<file path="config.mk">
export PLATFORM = sky130hd
export DESIGN_NAME = sad_search_ctrl
export DESIGN_NICKNAME = d
export VERILOG_FILES = /design/src/rtl/sad_search_ctrl.sv
export SDC_FILE = /design/constraint.sdc
export NUM_CORES = 1
export LEC_CHECK = 0
export CORE_MARGIN = 1
export CORE_UTILIZATION = 50
export CTS_CLUSTER_DIAMETER = 150
export CTS_CLUSTER_SIZE = 20
export DETAILED_ROUTE_END_ITERATION = 8
export PLACE_DENSITY = 0.73
export SLEW_MARGIN = 20
export SYNTH_ARGS = -nofsm -noshare
export SYNTH_HDL_FRONTEND = slang
export SYNTH_SLANG_ARGS = --single-unit
</file>
<file path="constraint.sdc">
create_clock -name clk -period 4.8 [get_ports clk]
set_input_delay 0.48 -clock clk [delete_from_list [all_inputs] [get_ports clk]]
set_output_delay 0.48 -clock clk [all_outputs]
set_load 0.02 [all_outputs]
</file>
<file path="src/rtl/sad_search_ctrl.sv">
// sad_search_ctrl: sequences row reads for a block-matching search over
// CANDS candidate positions, accumulates the per-row SAD returned by the
// datapath two cycles later, and reports the candidate with the smallest
// block SAD. Ties keep the lower candidate index.
module sad_search_ctrl #(
  parameter int WIDTH  = 8,
  parameter int INPUTS = 4,
  parameter int ROWS   = 4,
  parameter int CANDS  = 16,
  localparam int SADW  = WIDTH + $clog2(INPUTS),
  localparam int ACCW  = SADW + $clog2(ROWS),
  localparam int CW    = $clog2(CANDS),
  localparam int RW    = $clog2(ROWS)
) (
  input  logic            clk,
  input  logic            rst,
  input  logic            start,
  input  logic            abort,
  output logic            issue_valid,
  output logic [CW-1:0]   issue_cand,
  output logic [RW-1:0]   issue_row,
  input  logic [SADW-1:0] sad_in,
  output logic            busy,
  output logic            done,
  output logic [ACCW-1:0] best_sad,
  output logic [CW-1:0]   best_idx
);

  // Combined {candidate, row} issue index; row is the low (inner) field.
  localparam int IW = CW + RW;

  typedef enum logic [1:0] {
    IDLE  = 2'd0,
    ISSUE = 2'd1,
    DRAIN = 2'd2,
    DONE  = 2'd3
  } state_t;

  state_t state_q, state_d;
  logic   drain_q, drain_d;

  // Registered outputs; issue_cand/issue_row double as the issue counter.
  logic          issue_valid_q, issue_valid_d;
  logic [CW-1:0] issue_cand_q, issue_cand_d;
  logic [RW-1:0] issue_row_q, issue_row_d;
  logic          busy_q, busy_d;
  logic          done_q, done_d;
  logic [IW-1:0] idx_next;

  // Two-stage tag pipeline matching the datapath latency.
  logic          v1_valid_q, v1_valid_d;
  logic          v1_first_q, v1_first_d;
  logic          v1_last_q, v1_last_d;
  logic [CW-1:0] v1_cand_q, v1_cand_d;
  logic          v2_valid_q, v2_valid_d;
  logic          v2_first_q, v2_first_d;
  logic          v2_last_q, v2_last_d;
  logic [CW-1:0] v2_cand_q, v2_cand_d;
  logic          flush;

  // Accumulation and minimum tracking.
  logic [ACCW-1:0] acc_q, acc_d;
  logic [ACCW-1:0] acc_sum;
  logic [ACCW-1:0] min_q, min_d;
  logic [CW-1:0]   min_idx_q, min_idx_d;
  logic [ACCW-1:0] best_sad_q, best_sad_d;
  logic [CW-1:0]   best_idx_q, best_idx_d;

  // Next-state logic and the next values of the registered control outputs.
  always_comb begin
    state_d  = state_q;
    drain_d  = drain_q;
    idx_next = {issue_cand_q, issue_row_q};
    case (state_q)
      IDLE: begin
        drain_d = 1'b0;
        if (start) begin
          state_d  = ISSUE;
          idx_next = '0;
        end else begin
          state_d  = IDLE;
        end
      end
      ISSUE: begin
        if (abort) begin
          state_d = IDLE;
        end else if (&{issue_cand_q, issue_row_q}) begin
          state_d = DRAIN;
          drain_d = 1'b0;
        end else begin
          idx_next = {issue_cand_q, issue_row_q} + IW'(1);
        end
      end
      DRAIN: begin
        if (abort) begin
          state_d = IDLE;
        end else if (drain_q) begin
          state_d = DONE;
        end else begin
          drain_d = 1'b1;
        end
      end
      DONE: begin
        state_d = IDLE;
      end
      default: begin
        state_d = IDLE;
      end
    endcase

    issue_valid_d = (state_d == ISSUE);
    busy_d        = (state_d != IDLE);
    done_d        = (state_d == DONE);
    if (state_d == ISSUE) begin
      issue_cand_d = idx_next[IW-1:RW];
      issue_row_d  = idx_next[RW-1:0];
    end else begin
      issue_cand_d = '0;
      issue_row_d  = '0;
    end
  end

  // Delay the issue tags by two cycles; an abort empties the pipeline.
  always_comb begin
    flush = abort && ((state_q == ISSUE) || (state_q == DRAIN));
    if (flush) begin
      v1_valid_d = 1'b0;
      v1_first_d = 1'b0;
      v1_last_d  = 1'b0;
      v1_cand_d  = '0;
      v2_valid_d = 1'b0;
      v2_first_d = 1'b0;
      v2_last_d  = 1'b0;
      v2_cand_d  = '0;
    end else begin
      v1_valid_d = issue_valid_q;
      v1_first_d = issue_valid_q && (issue_row_q == RW'(0));
      v1_last_d  = issue_valid_q && (issue_row_q == RW'(ROWS - 1));
      v1_cand_d  = issue_cand_q;
      v2_valid_d = v1_valid_q;
      v2_first_d = v1_first_q;
      v2_last_d  = v1_last_q;
      v2_cand_d  = v1_cand_q;
    end
  end

  // Accumulate row SADs, keep the running minimum, publish it on completion.
  always_comb begin
    acc_d      = acc_q;
    min_d      = min_q;
    min_idx_d  = min_idx_q;
    best_sad_d = best_sad_q;
    best_idx_d = best_idx_q;
    acc_sum    = (v2_first_q ? {ACCW{1'b0}} : acc_q) + ACCW'(sad_in);
    if (v2_valid_q) begin
      acc_d = acc_sum;
      // Candidate 0 seeds the minimum, so leftovers from a prior search never matter.
      if (v2_last_q && ((v2_cand_q == CW'(0)) || (acc_sum < min_q))) begin
        min_d     = acc_sum;
        min_idx_d = v2_cand_q;
      end else begin
        min_d     = min_q;
        min_idx_d = min_idx_q;
      end
    end else begin
      acc_d = acc_q;
    end
    // The final row is sampled in the same cycle as this transition, so use min_d.
    if ((state_q == DRAIN) && (state_d == DONE)) begin
      best_sad_d = min_d;
      best_idx_d = min_idx_d;
    end else begin
      best_sad_d = best_sad_q;
      best_idx_d = best_idx_q;
    end
  end

  // State, outputs and datapath registers with asynchronous reset.
  always_ff @(posedge clk or posedge rst) begin
    if (rst) begin
      state_q       <= IDLE;
      drain_q       <= 1'b0;
      issue_valid_q <= 1'b0;
      issue_cand_q  <= '0;
      issue_row_q   <= '0;
      busy_q        <= 1'b0;
      done_q        <= 1'b0;
      v1_valid_q    <= 1'b0;
      v1_first_q    <= 1'b0;
      v1_last_q     <= 1'b0;
      v1_cand_q     <= '0;
      v2_valid_q    <= 1'b0;
      v2_first_q    <= 1'b0;
      v2_last_q     <= 1'b0;
      v2_cand_q     <= '0;
      acc_q         <= '0;
      min_q         <= '0;
      min_idx_q     <= '0;
      best_sad_q    <= '0;
      best_idx_q    <= '0;
    end else begin
      state_q       <= state_d;
      drain_q       <= drain_d;
      issue_valid_q <= issue_valid_d;
      issue_cand_q  <= issue_cand_d;
      issue_row_q   <= issue_row_d;
      busy_q        <= busy_d;
      done_q        <= done_d;
      v1_valid_q    <= v1_valid_d;
      v1_first_q    <= v1_first_d;
      v1_last_q     <= v1_last_d;
      v1_cand_q     <= v1_cand_d;
      v2_valid_q    <= v2_valid_d;
      v2_first_q    <= v2_first_d;
      v2_last_q     <= v2_last_d;
      v2_cand_q     <= v2_cand_d;
      acc_q         <= acc_d;
      min_q         <= min_d;
      min_idx_q     <= min_idx_d;
      best_sad_q    <= best_sad_d;
      best_idx_q    <= best_idx_d;
    end
  end

  assign issue_valid = issue_valid_q;
  assign issue_cand  = issue_cand_q;
  assign issue_row   = issue_row_q;
  assign busy        = busy_q;
  assign done        = done_q;
  assign best_sad    = best_sad_q;
  assign best_idx    = best_idx_q;

endmodule
</file>
# After elaboration in Yosys (flattened, before gate mapping)
# Index checks and enable logic that the tools add are counted.
[classes]
add_sub_neg = 2
mul = 0
n_div = 0
n_lt_le_gt_ge = 1
eq_ne = 13
n_shift = 0
n_mux = 29
bitwise = 0
n_reduce_logical = 15
[op_table]
columns = ["cell", "count"]
rows = [
  ["two-way mux 12 bit", 3],
  ["two-way mux 4 bit", 5],
  ["two-way mux 6 bit", 3],
  ["adder 12 x 10 -> 12 bit", 1],
  ["< comparator 12 bit", 1],
  ["one-hot mux 6 bit (2 select lines)", 1],
  ["two-way mux 1 bit", 10],
  ["two-way mux 2 bit", 5],
  ["inequality test 3 bit, second input constant", 3],
  ["== test 2 bit, second input constant", 4],
  ["one-hot mux 2 bit (4 select lines)", 1],
  ["AND reduction 4 bit", 2],
  ["adder 6 x 1 -> 6 bit, second input constant", 1],
  ["inequality test 2 bit, second input constant", 3],
  ["AND reduction 6 bit", 1],
  ["logical AND 1 bit", 5],
  ["== test 2 x 1 -> 1 bit, second input constant", 2],
  ["zero test 2 bit", 2],
  ["zero test 4 bit", 1],
  ["inequality test 3 x 1 -> 1 bit, second input constant", 1],
  ["one-hot mux 1 bit (3 select lines)", 1],
  ["nonzero test 3 bit", 1],
  ["logical OR 1 bit", 2],
  ["nonzero test 2 bit", 1],
]
[totals]
regBits = 70
latch_bits = 0
ram_bits = 0
rom_bits = 0
elab_cells = 80
n_memories = 0

# Depth between registers and ports, before layout
[logic_depth]
ltp_word = 7
ltp_mapped = 18
ltp_nobuf = 16

# Worst setup path after synthesis
# OpenSTA, ideal clock, no wires.
[synth_timing]
path_type = "reg-to-reg"
from = "register v2_first_q"
to = "register best_idx_q[3] (netlist: best_idx[3])"
arrival_ns = 3.869
path_slack_ns = 0.806
stages_incl_launch_ff = 19
cell_sequence = "dfrtp_1 -> clkbuf_1 -> nor2b_1 -> ha_1 -> fa_1 -> a211oi_1 -> o21ai_0 -> a21oi_1 -> o21ai_0 -> xnor2_1 -> inv_1 -> ha_1 -> and4_1 -> nand2_1 -> o2bb2ai_1 -> a211oi_2 -> buf_4 -> mux2_4 -> mux2_2"
[synth_between]
elab_chain_cells = 7
[synth_rtl]
columns = ["element", "line_no", "source"]
rows = [
  ["start: declaration", "56", "logic v2_first_q, v2_first_d;"],
  ["start signal: assignment", "214", "v2_first_q <= v2_first_d;"],
  ["two-way mux 12 bit", "154", "acc_sum = (v2_first_q ? {ACCW{1'b0}} : acc_q) + ACCW'(sad_in);"],
  ["adder 12 x 10 -> 12 bit", "154", ""],
  ["named net acc_sum[8]", "63", "logic [ACCW-1:0] acc_sum;"],
  ["< comparator 12 bit", "158", "if (v2_last_q && ((v2_cand_q == CW'(0)) || (acc_sum < min_q))) begin"],
  ["logical OR 1 bit", "158", ""],
  ["logical AND 1 bit", "158", ""],
  ["two-way mux 4 bit", "158", ""],
  ["two-way mux 4 bit", "155", "if (v2_valid_q) begin"],
  ["named net min_idx_d[3]", "65", "logic [CW-1:0] min_idx_q, min_idx_d;"],
  ["end signal: assignment", "221", "best_idx_q <= best_idx_d;"],
  ["end: declaration", "67", "logic [CW-1:0] best_idx_q, best_idx_d;"],
]
# The timed path passes the listed nets, and every way through them passes these cells.
# A chain may end at the register's enable or synchronous reset.

# Final worst setup path
[layout_timing]
from = "register v2_first_q"
to = "register best_idx_q[0] (netlist: best_idx[0])"
# The elaborated chain is that of the path after synthesis.

==> flow_metrics.py <==
metrics = {
    "logic_synthesis": {
        "synth_seq_area_share": 0.471,
        "synth.distinct_cells": 47,
        "yosysTopAreaCell": "dfrtp_1",
        "ys_ff_latch": 70,
        "synth_top_area_frac": 0.471,
        "synthArstFlopShare": 1.00,
        "synth_top_flop_cell": "dfrtp_1",
        "syn_area_sq_um": 3720,
        "synth_nets": 376,
        "synth_area_per_cell_sq_um": 11.1,
        "synth_area_leaders": "dfrtp_1 47%, ha_1 9.1%, mux2_2 7.3%, mux2_4 4.4%, inv_1 3.2%",
        "syn_inst": 334,
        "synth_edf_count": 0,
        "yosysWarningCount": 0,
    },
    "place": {
        "place_inst": 470,
        "preCtsSetupSlack_ps": 246,
        "dp_hpwl_mm": 4.99,
        "gp_congestion": 0.823,
        "portBuffers": 38,
    },
    "hold_path": {
        "holdPathEnd": "v2_last_q",
        "min_path_cells": 1,
        "hold_path.class": "register to register",
        "worstHoldStart": "v1_last_q",
    },
    "cts": {
        "cts.sinks": 70,
        "cts_made_buffers": 9,
        "h-tree-depth": 3,
        "clockBufferDepth": 2,
        "cts_tree": "done",
        "clkLatencyLatePin_ps": 340,
        "cts-root-buf": "clkbuf_8",
        "cts.reportedPaths.clkPinSlew_ps": 70,
        "post_cts_buffers": 0,
    },
    "critical_path": {
        "r2r_setup_slack_ps": 490,
        "crit_path_max_fanout": 14,
        "reg2reg_to": "best_idx[0]",
        "crit_type": "register to register",
        "worstPathArrival_ps": 4540,
        "cp.required_ps": 5030,
        "startpoint_type": "register",
        "reg2reg_from": "v2_first_q",
        "rr_worst_depth": 17,
        "worst_setup_path_end_kind": "register",
    },
    "sta": {
        "finalCritPeriodShare": 0.898,
        "hold_violations": 0,
        "worstMarginPinSlew_ps": 835,
        "worst_slew_margin_rel": 0.443,
        "fin_setup_tns_ps": 0,
        "rsz0062_at_grt": "false",
        "fin_ws_ps": 490,
        "max_freq_mhz": 232,
        "finClkSkew_ps": 7.71,
        "drv_slew": 0,
        "finalSetupViolCount": 0,
        "fin_crit_ps": 4310,
    },
    "finish": {
        "diodes": 0,
        "layout-drive-gt1-share": 0.163,
        "stdcell_count": 486,
        "nets": 424,
        "area_growth_pct": 19.5,
    },
    "power": {
        "power_density_nw_per_um2": 513,
        "vdd_drop_max_mv": 0.241,
        "p_leak_nw": 2.10,
    },
    "global_routing": {
        "grt_usage": 0.194,
        "grt_pass1_vias": 2570,
        "antenna_found_initial": 0,
        "grt_max_degree": 42,
        "overflow": 0,
        "grt_pass1_wl_mm": 11.5,
    },
    "routing": {
        "drt-wirelength-per-cell_um": 13.9,
        "postRouteAntennaNets": 0,
        "avgViaCountPerCell": 5.27,
        "drt-initial-drc-count": 101,
        "vias": 2562,
        "dr.pass1.iters": 4,
        "routed_wl_mm": 6.74,
        "drcViolationCount": 0,
    },
    "floorplanning": {
        "num_rows": 31,
        "die_y_um": 88.3,
        "io_pins": 39,
        "dieArea_sq_um": 7790,
        "start_util": 0.516,
        "die_w_um": 88.3,
        "coreArea_sq_um": 7210,
    },
    "flow_run": {
        "maxCapViolations": 0,
    },
    "outcome": {
        "outcome": "finished clean",
    },
}
[critical path, cell delays in order, from the launching register on]
cell	delay, ps
dfrtp_2	510
nor2b_1	80
ha_1	210
fa_1	420
a211oi_1	320
o21ai_0	250
a21oi_1	180
o21ai_0	110
xnor2_1	270
inv_1	110
ha_1	280
and4_1	150
nand2_1	80
o2bb2ai_1	120
a211oi_4	290
buf_12	200
mux2_2	360
mux2_2	270
[layout make-up]
| cell class | count | area [sq um] |
|---|---|---|
| Multi-Input combinational cell | 225 | 1830 |
| Tap cell | 99 | 124 |
| Fill cell | 607 | 2770 |
| Inverter | 32 | 120 |
| Timing Repair Buffer | 44 | 438 |
| Sequential cell | 70 | 1750 |
| Clock inverter | 5 | 33.8 |
| Clock buffer | 11 | 151 |
[cells in the final DEF, fill, tap and decap left out, types with 10 or more instances in the layout]
cell type        instances
mux2_4                  11
clkbuf_8                11
nor2_1                  19
and2_1                  14
nand2_1                 12
mux2_2                  24
dfrtp_1                 69
o21ai_0                 10
nor2b_1                 11
inv_1                   31
a21oi_1                 18
clkdlybuf4s50_1         38
ha_1                    27
[how the worst max path moves through the flow]
stage	to	startpoint
3_5_place_dp	best_idx[0]	sad_in[0]
2_1_floorplan	best_idx[3]	v2_first_q
3_3_place_gp	best_idx[0]	sad_in[0]
4_1_cts	best_idx[0]	v2_first_q
5_1_grt	best_idx[0]	v2_first_q
6_report	best_idx[0]	v2_first_q
[state kept, by name, summed over array words and instances (netlist names), 2 cells and up]
name and count:
acc_q 12, best_sad 12, min_q 12, best_idx 4
issue_cand 4, min_idx_q 4, v1_cand_q 4, v2_cand_q 4
issue_row 2, state_q 2
[per-layer routing]
layer | share of wire | vias to the layer above | wire, um | global-route usage
met2 | 0.48 | 43 | 3260 | 0.313
met5 | 0 | - | 0 | 0
met1 | 0.46 | 1239 | 3100 | 0.246
met3 | 0.044 | 8 | 295 | 0.0541
met4 | 0.013 | 0 | 87 | 0.0836
li1 | - | 1272 | - | -
[synthesized netlist by cell type (all sizes together), types with 2 or more instances]
library cell,n
nand3,2
o2bb2ai,2
o221ai,4
inv,32
and4,4
dfrtp,70
xnor2,3
nand3b,5
buf,5
ha,27
nand2,12
o21a,3
nor2,19
nor3,4
a211oi,6
xor2,3
mux2,35
a21o,5
a21oi,18
and2,15
nand4,5
nor2b,11
and3,7
nand2b,4
o21ai,10
clkbuf,2
mux2i,6
or3,2
[where the power goes]
| group | leakage [nW] | switching [mW] | internal (mW) |
|---|---|---|---|
| registers | 0.893 | 0.0815 | 0.684 |
| clock network | 0.0913 | 0.211 | 0.214 |
| logic | 1.11 | 0.592 | 0.499 |
[cell families (layout without fill, tap and decap cells)]
| family | Yosys count | after routing | share of synthesized area |
|---|---|---|---|
| AO/OA/AOI/OAI | 56 | 56 | 0.101 |
| XOR/XNOR | 6 | 6 | 0.0141 |
| adder cells (fa/ha/maj) | 28 | 28 | 0.0961 |
| buffers and inverters | 39 | 92 | 0.0430 |
| flip-flops | 70 | 70 | 0.471 |
| multiplexers | 41 | 41 | 0.133 |
| AND/OR/NAND/NOR | 94 | 94 | 0.143 |
[metrics by stage]
stage          power [mW]  area [sq um]   util  hold WS (ps)
6_report             2.28          4450  0.616           445
5_1_grt              2.49          4450  0.616           471
4_1_cts              2.30          4450  0.616           450
3_5_place_dp         1.86          4260  0.591           434
3_3_place_gp         1.84          4260  0.591           430
2_1_floorplan        1.57          3720      -           428
[repair_timing]
| item | in CTS | in global routing |
|---|---|---|
| setup endpoints to repair | 0 | 1 |
| hold buffers | 0 | 0 |
| resized for setup | 0 | 1 |
Power figures use the tool's default switching activity.
